===== src/rtl/gate_truth_sweeper_pkg.sv =====
// Shared types and sizing helpers for the gate truth-table sweeper.
package gate_sweep_pkg;

  typedef enum logic [1:0] {
    IDLE  = 2'd0,
    WAIT  = 2'd1,
    CHECK = 2'd2,
    DONE  = 2'd3
  } state_t;

  function automatic int unsigned nvec(input int unsigned n_in);
    return 32'd1 << n_in;
  endfunction

  // err_count must reach NVEC itself, hence one bit wider than the vector index
  function automatic int unsigned err_width(input int unsigned n_in);
    return n_in + 32'd1;
  endfunction

endpackage


===== src/rtl/gate_truth_sweeper_if.sv =====
// Control, status and gate-drive signals between the sweeper and its host/gate.
interface gate_truth_sweeper_if
  import gate_sweep_pkg::*;
#(
  parameter int unsigned N_IN = 2
);
  localparam int unsigned NVEC = nvec(N_IN);
  localparam int unsigned EW   = err_width(N_IN);

  logic            start;
  logic [NVEC-1:0] expect_tt;
  logic [N_IN-1:0] dut_in;
  logic            dut_out;
  logic            busy;
  logic            done;
  logic            pass;
  logic [EW-1:0]   err_count;
  logic [N_IN-1:0] first_fail_vec;
  logic            first_fail_valid;

  modport master (
    output start, expect_tt, dut_out,
    input  dut_in, busy, done, pass, err_count, first_fail_vec, first_fail_valid
  );

  modport slave (
    input  start, expect_tt, dut_out,
    output dut_in, busy, done, pass, err_count, first_fail_vec, first_fail_valid
  );
endinterface


===== src/rtl/gate_truth_sweeper_settle_counter.sv =====
// Holds each vector for SETTLE cycles; expire is high on the last WAIT cycle.
module settle_counter
  import gate_sweep_pkg::*;
#(
  parameter int unsigned SETTLE = 2
) (
  input  logic clk,
  input  logic rst_n,
  input  logic load,
  input  logic en,
  output logic expire
);
  localparam int unsigned CW = (SETTLE > 1) ? $clog2(SETTLE) : 1;

  logic [CW-1:0] cnt;

  always_ff @(posedge clk) begin
    if (!rst_n) begin
      cnt <= '0;
    end else if (load) begin
      cnt <= CW'(SETTLE - 1);
    end else if (en && (cnt != '0)) begin
      cnt <= cnt - 1'b1;
    end
  end

  assign expire = en && (cnt == '0);
endmodule


===== src/rtl/gate_truth_sweeper.sv =====
// Sweeps all input vectors into a gate under test and checks against a latched truth table.
module gate_truth_sweeper
  import gate_sweep_pkg::*;
#(
  parameter int unsigned N_IN   = 2,
  parameter int unsigned SETTLE = 2
) (
  input logic                 clk,
  input logic                 rst_n,
  gate_truth_sweeper_if.slave bus
);
  localparam int unsigned NVEC = nvec(N_IN);
  localparam int unsigned EW   = err_width(N_IN);
  localparam logic [N_IN-1:0] LAST_VEC = '1;

  state_t          state, state_nxt;
  logic [N_IN-1:0] vec;
  logic [NVEC-1:0] tt_q;
  logic [EW-1:0]   err_count;
  logic [N_IN-1:0] first_fail_vec;
  logic            first_fail_valid;
  logic            pass;
  logic            expire;
  logic            settle_load;
  logic            mismatch;

  settle_counter #(.SETTLE(SETTLE)) u_settle (
    .clk    (clk),
    .rst_n  (rst_n),
    .load   (settle_load),
    .en     (state == WAIT),
    .expire (expire)
  );

  always_comb begin
    state_nxt = state;
    case (state)
      IDLE:    if (bus.start) state_nxt = WAIT;
      WAIT:    if (expire) state_nxt = CHECK;
      CHECK:   state_nxt = (vec == LAST_VEC) ? DONE : WAIT;
      DONE:    state_nxt = IDLE;
      default: state_nxt = IDLE;
    endcase
  end

  assign settle_load = (state != WAIT) && (state_nxt == WAIT);
  assign mismatch    = (state == CHECK) && (bus.dut_out != tt_q[vec]);

  always_ff @(posedge clk) begin
    if (!rst_n) begin
      state            <= IDLE;
      vec              <= '0;
      tt_q             <= '0;
      err_count        <= '0;
      first_fail_vec   <= '0;
      first_fail_valid <= 1'b0;
      pass             <= 1'b0;
    end else begin
      state <= state_nxt;
      case (state)
        IDLE: begin
          if (bus.start) begin
            tt_q             <= bus.expect_tt;
            vec              <= '0;
            err_count        <= '0;
            first_fail_vec   <= '0;
            first_fail_valid <= 1'b0;
            pass             <= 1'b0;
          end
        end
        CHECK: begin
          if (mismatch) begin
            err_count <= err_count + 1'b1;
            if (!first_fail_valid) begin
              first_fail_vec   <= vec;
              first_fail_valid <= 1'b1;
            end
          end
          // pass is settled here so it is already valid during the DONE pulse
          if (vec == LAST_VEC) begin
            pass <= (err_count == '0) && !mismatch;
          end else begin
            vec <= vec + 1'b1;
          end
        end
        default: ;
      endcase
    end
  end

  assign bus.dut_in           = vec;
  assign bus.busy             = (state == WAIT) || (state == CHECK);
  assign bus.done             = (state == DONE);
  assign bus.pass             = pass;
  assign bus.err_count        = err_count;
  assign bus.first_fail_vec   = first_fail_vec;
  assign bus.first_fail_valid = first_fail_valid;
endmodule


===== src/flat_wrapper.sv =====
// flat-port wrapper written by rule: the top's interface ports become plain ports
module gate_truth_sweeper_flat import gate_sweep_pkg::*;
#(
  parameter int unsigned N_IN   = 2,
  parameter int unsigned SETTLE = 2
)
  (clk, rst_n, bus_start, bus_expect_tt, bus_dut_out, bus_dut_in, bus_busy, bus_done, bus_pass, bus_err_count, bus_first_fail_vec, bus_first_fail_valid);
  gate_truth_sweeper_if #(.N_IN(N_IN)) bus_i ();
  input logic clk;
  input logic rst_n;
  input wire logic [$bits(bus_i.start)-1:0] bus_start;
  input wire logic [$bits(bus_i.expect_tt)-1:0] bus_expect_tt;
  input wire logic [$bits(bus_i.dut_out)-1:0] bus_dut_out;
  output wire logic [$bits(bus_i.dut_in)-1:0] bus_dut_in;
  output wire logic [$bits(bus_i.busy)-1:0] bus_busy;
  output wire logic [$bits(bus_i.done)-1:0] bus_done;
  output wire logic [$bits(bus_i.pass)-1:0] bus_pass;
  output wire logic [$bits(bus_i.err_count)-1:0] bus_err_count;
  output wire logic [$bits(bus_i.first_fail_vec)-1:0] bus_first_fail_vec;
  output wire logic [$bits(bus_i.first_fail_valid)-1:0] bus_first_fail_valid;
  assign bus_i.start = bus_start;
  assign bus_i.expect_tt = bus_expect_tt;
  assign bus_i.dut_out = bus_dut_out;
  assign bus_dut_in = bus_i.dut_in;
  assign bus_busy = bus_i.busy;
  assign bus_done = bus_i.done;
  assign bus_pass = bus_i.pass;
  assign bus_err_count = bus_i.err_count;
  assign bus_first_fail_vec = bus_i.first_fail_vec;
  assign bus_first_fail_valid = bus_i.first_fail_valid;
  gate_truth_sweeper #(.N_IN(N_IN), .SETTLE(SETTLE)) u_core (.clk(clk), .rst_n(rst_n), .bus(bus_i));
endmodule

===== config.mk =====
export PLATFORM = sky130hd
export DESIGN_NAME = gate_truth_sweeper_flat
export DESIGN_NICKNAME = d
export VERILOG_FILES = /design/src/rtl/gate_truth_sweeper_pkg.sv /design/src/rtl/gate_truth_sweeper_if.sv /design/src/rtl/gate_truth_sweeper_settle_counter.sv /design/src/rtl/gate_truth_sweeper.sv /design/src/flat_wrapper.sv
export SDC_FILE = /design/constraint.sdc
export NUM_CORES = 1
export LEC_CHECK = 0
export CAP_MARGIN = 20
export CORE_UTILIZATION = 37
export CTS_CLUSTER_SIZE = 28
export DETAILED_ROUTE_END_ITERATION = 7
export PLACE_DENSITY_LB_ADDON = 0.15
export SLEW_MARGIN = 25
export SYNTH_ARGS = -nofsm -noshare
export SYNTH_HDL_FRONTEND = slang
export SYNTH_HIERARCHICAL = 1
export SYNTH_SLANG_ARGS = --single-unit
export TNS_END_PERCENT = 30

===== constraint.sdc =====
create_clock -name clk -period 4.4 [get_ports clk]
set_input_delay 0.88 -clock clk [delete_from_list [all_inputs] [get_ports clk]]
set_output_delay 0.88 -clock clk [all_outputs]
set_load 0.05 [all_outputs]

After elaboration in Yosys (flattened, before gate mapping). Index checks and enable logic that the tools add are counted.

Multiplexer cells: 22. Bitwise gates (word level): 1. Reduce and logical (&&, ||, !) cells: 16. Eq/ne operators: 12. Add/sub/neg operators: 3. Divide/modulo/power cells: 0. Shifts and indexed selects: 0. Magnitude comparators: 1. $mul: 0.

Operator list (number): $mux W2 (7); $reduce_and A3 Y1 (3); $ne A2 B2 Y1 const B (4); $pmux W2 S2 (2); $pmux W2 S4 (1); $eq A2 B2 Y1 const B (3); $mux W1 (6); $mux W3 (2); $pmux W3 S2 (1); $logic_and A1 B1 Y1 (5); $eq A2 B1 Y1 const B (2); $ne A2 B1 Y1 const B (2); $pmux W1 S2 (2); $reduce_and A4 Y1 (1); $reduce_bool A2 Y1 (2); $add A3 B1 Y3 const B (1); $logic_not A3 Y1 (1); $lt A2 B3 Y1 const B (1); $add A2 B1 Y2 const B (1); $bmux W1 S2 (1); $logic_not A2 Y1 (1); $reduce_and A2 Y1 (1); $logic_not A1 Y1 (1); $logic_or A1 B1 Y1 (1); 3 further kinds (3).

Word-level logic and storage cells: 63. ROM bits: 0. Register bits after elaboration: 16. Memories kept: 0. Bits in latches: 0. Memory bits (writable): 0. Input port bits: 8. Output and inout port bits: 11.

Depth between registers and ports, before layout.
Word-level depth: 8. Mapped depth: 9. Gate-level depth less buffers: 9.

Hierarchy. Netlist, hierarchy kept.

By module, submodules not included: gate_truth_sweeper (sequential area each 300.3 µm², area each 860.8 µm², cells each 105, instances 1); settle_counter (sequential area each 20.0 µm², area each 42.5 µm², cells each 4, instances 1).

Least setup slack after synthesis. Ideal clock, no wire load.

Path type: input to register. From: in bus_start. To: reg u_core.first_fail_vec[0] (netlist: u_core/bus.first_fail_vec[0]). Slack: 2227 ps. Cell stages on the path: 6. Data required time: 4268 ps. Library setup time: 132 ps. Buffers on the path: 1. Arrival time: 2040 ps. Cells stage by stage: buf_2 -> nand2b_1 -> o21ai_1 -> a211oi_2 -> mux2i_1 -> a21oi_1.

Cells in the longest elaborated chain, start to end: 2.

Ends and longest elaborated chain: start, declared (line flat_wrapper.sv:11) `input wire logic [$bits(bus_i.start)-1:0] bus_start;`; $ne A2 B2 Y1 (no line); $reduce_and A4 Y1 (no line); end signal, assigned (line gate_truth_sweeper.sv:75) `first_fail_vec <= vec;`; end, declared (line gate_truth_sweeper.sv:20) `logic [N_IN-1:0] first_fail_vec;`.

Every way passes these cells. A chain may end at the register's enable or synchronous reset.

Worst setup path in the final report.
From: reg u_core.state[0]. To: out bus_busy.

Cells in the longest elaborated chain, start to end: 2. Elaborated cells on any way between the ends: 3. Those cells by class: eq/ne (2); reduce/logical (1).

Ends and longest elaborated chain: start, declared (line gate_truth_sweeper.sv:16) `state_t state, state_nxt;`; start signal, assigned (line gate_truth_sweeper.sv:59) `state <= state_nxt;`; $eq A2 B1 Y1 / $eq A2 B2 Y1 (equally long branches) (line gate_truth_sweeper.sv:92) `assign bus.busy = (state == WAIT) || (state == CHECK);`; $logic_or A1 B1 Y1 * (line gate_truth_sweeper.sv:92); end, declared (line flat_wrapper.sv:15) `output wire logic [$bits(bus_i.busy)-1:0] bus_busy;`.

Every way passes the cells marked *; elsewhere a longest branch is shown, timed or not.

==> metrics.yaml <==
hold_path:
  hold_class: "flop to flop"
  min_path_cells: 2
  min_from: "u_core/tt_q[3]"
outcome:
  status: "completed"
worst_setup_path:
  crit_buf_inv: 2
  cp_top_family: "buffers and inverters"
  rr_startpoint: "u_core/state[0]"
  crit_required_ps: 3520
  critical_path.max_fanout: 5
  ff2ff_path_depth: 7
  critical_path_depth: 3
  slowest_stage: "clkdlybuf4s50_1"
  cp-end-kind: "output port"
  slowest_delay_ps: 790
  crit_type: "flop to output port"
  cp_cell_sequence: "inv_1, ha_1, clkdlybuf4s50_1"
  cp.arrival_ps: 1860
  critPathLaunchType: "flop"
  worstSetupStartpoint: "u_core/state[0]"
sta:
  max-slew-margin-rel: 0.617
  fin_skew_ps: 4.55
  worst_pin_slew_ps: 573
  period_needed_ps: 2740
  rsz0062_at_grt: "no"
  slew_violations: 0
  fmax_mhz: 365
  finalSetupViolCount: 0
  whs_ps: 458
  fin_tns_setup_ps: 0
  hold_viol_final: 0
  period_share: 0.623
route:
  ant_nets: 0
  routedWlPerCell_um: 11.5
  firstDrtPassIters: 4
  drc: 0
  post_drt_via_cell_ratio: 5.05
  first_iter_violations: 9
  vias: 777
  wl_mm: 1.77
floorplanning:
  die_area_um2: 2640
  core_um2: 2250
  start_util: 0.401
  io_pins: 19
  num_rows: 17
  die_x_um: 51.4
  die_h_um: 51.4
yosys:
  yosys_warnings: 6
  ys_types: 30
  synth_area_per_cell_um2: 8.29
  synth.net_count: 125
  yosysSeqAreaShare: 0.355
  ys_seq_elements: 16
  synthCells: 109
  synth_area_um2: 903
power:
  clkPwrFrac: 0.240
  pwr_density_cell_nw_per_um2: 281
  peakVddDrop_mv: 0.162
  p_comb_frac: 0.262
  internal_power_uw: 219
  seqPwrFrac: 0.497
  power_uw: 316
  sw_frac_of_total: 0.307
  p_leak_uw: 0.000428
  power.switching_uw: 96.9
clock_tree:
  htree_levels: 1
  insertion_delay_ps: 280
  clk_path_buf_depth: 2
  cts_buffers: 3
  cts_root_buf: "clkbuf_4"
  clock_sinks: 16
  cts_hold_buf: 0
  clk_pin_slew_worst_paths_ps: 90
  cts_setup_buffers: 0
  cts_resized: 0
  cts_tree: "built"
grt:
  antenna_found_initial: 0
  grt_util_all_layers: 0.144
  grt_start_max_net_pins: 19
  grt_pass1_vias: 651
  grt_overflow: 0
  grt_pass1_wl_mm: 2.81
final_layout:
  mostFrequentLayoutCells: "18 x clkdlybuf4s50_1, 16 x dfxtp_1, 12 x a21oi_1, 11 x nand2_1, 9 x inv_1"
  area_growth_pct: 24.4
  nFillCells: 245
  num_antenna_cells: 0
  seqCellArea_um2: 320
  multi_input_area_um2: 532
  final_nets: 144
  drive_gt1_frac: 0.0397
  final_common_cell: "clkdlybuf4s50_1"
placement:
  dpl.hpwl_mm: 1.31
  port_buffers: 18
  gp_congestion: 0.754
flow_run:
  cap_violations: 0
-- cell families (layout without fill, tap and decap cells) --
group | after synthesis | in the layout | share of synthesized area
adder cells (fa/ha/maj) | 8 | 8 | 0.111
AND/OR/NAND/NOR | 39 | 39 | 0.216
multiplexers | 6 | 6 | 0.0665
buffers and inverters | 13 | 30 | 0.0568
XOR/XNOR | 1 | 1 | 0.00970
flip-flops | 16 | 16 | 0.355
AO/OA/AOI/OAI | 26 | 26 | 0.186
-- layout make-up --
cell class                      instances  area share
Multi-Input combinational cell         80       0.473
Sequential cell                        16       0.285
Timing Repair Buffer                   18       0.160
Tap cell                               28      0.0312
Inverter                                9      0.0301
Clock buffer                            3      0.0200
-- cell usage after synthesis --
master     n  area share
a21o_1     1      0.0083
a21oi_1   12       0.066
nand3b_1   1      0.0083
and2_1     1      0.0069
a211oi_2   1       0.014
a211oi_1   1      0.0083
nand2_1   11       0.046
a21boi_0   1      0.0083
nand2b_1   3       0.021
buf_2      2       0.011
nor3b_1    1      0.0083
or4b_1     1       0.011
ha_1       8        0.11
nand3_1    8       0.044
a41oi_1    1      0.0097
o21ai_0    2       0.011
dfxtp_1   16        0.35
nor2_1     8       0.033
a22oi_1    1      0.0083
o41ai_1    1      0.0097
and3_1     1      0.0069
mux2i_1    6       0.066
clkbuf_1   2      0.0083
nor2b_1    3       0.021
xor2_1     1      0.0097
a311oi_1   2       0.019
inv_1      9       0.037
o21ai_1    1      0.0055
o21a_1     2       0.017
and2b_2    1      0.0097
-- state kept, by name, summed over array words and instances, names as in the netlist --
signal	flops
u_core/bus.dut_in	2
u_core/bus.err_count	3
u_core/bus.first_fail_valid	1
u_core/bus.first_fail_vec	2
u_core/bus.pass	1
u_core/state	2
u_core/tt_q	4
u_core/u_settle/cnt	1
-- layer usage --
| metal | track usage | vias to the layer above | routed length, um |
|---|---|---|---|
| li1 | - | 411 | - |
| met1 | 0.193 | 351 | 874 |
| met2 | 0.219 | 13 | 817 |
| met3 | 0.0298 | 2 | 57 |
| met4 | 0.0676 | 0 | 17 |
| met5 | 0 | - | 0 |
-- per-stage QoR --
stage                     setup slack (ps)  std cells   util  area, um^2
final                                 1660        154  0.498        1120
after global routing                  1550        154  0.498        1120
after CTS                             1630        154  0.498        1120
after detailed placement              1500        151  0.488        1100
after global placement                1580        151  0.488        1100
after floorplan                       2230        109      -         903
-- tightest hold or removal path, stage by stage (launching register included) --
cell and delay (ps):
dfxtp_1 320, nand2_1 50, a21oi_1 50
-- power groups by stage --
stage          clock [uW]  combinational (uW)  sequential [uW]
2_1_floorplan           0                61.8              161
3_3_place_gp            0                81.5              160
3_5_place_dp            0                83.0              161
4_1_cts              80.4                83.2              157
5_1_grt              86.3                91.8              158
6_report             76.0                82.8              157
-- final timing paths --
kind,end,slack [ps]
max,bus_busy,1660
min,u_core/tt_q[3],460
max reg2reg,u_core/bus.pass,2120
min reg2reg,u_core/tt_q[3],460
(Power assumes the default switching activity.)
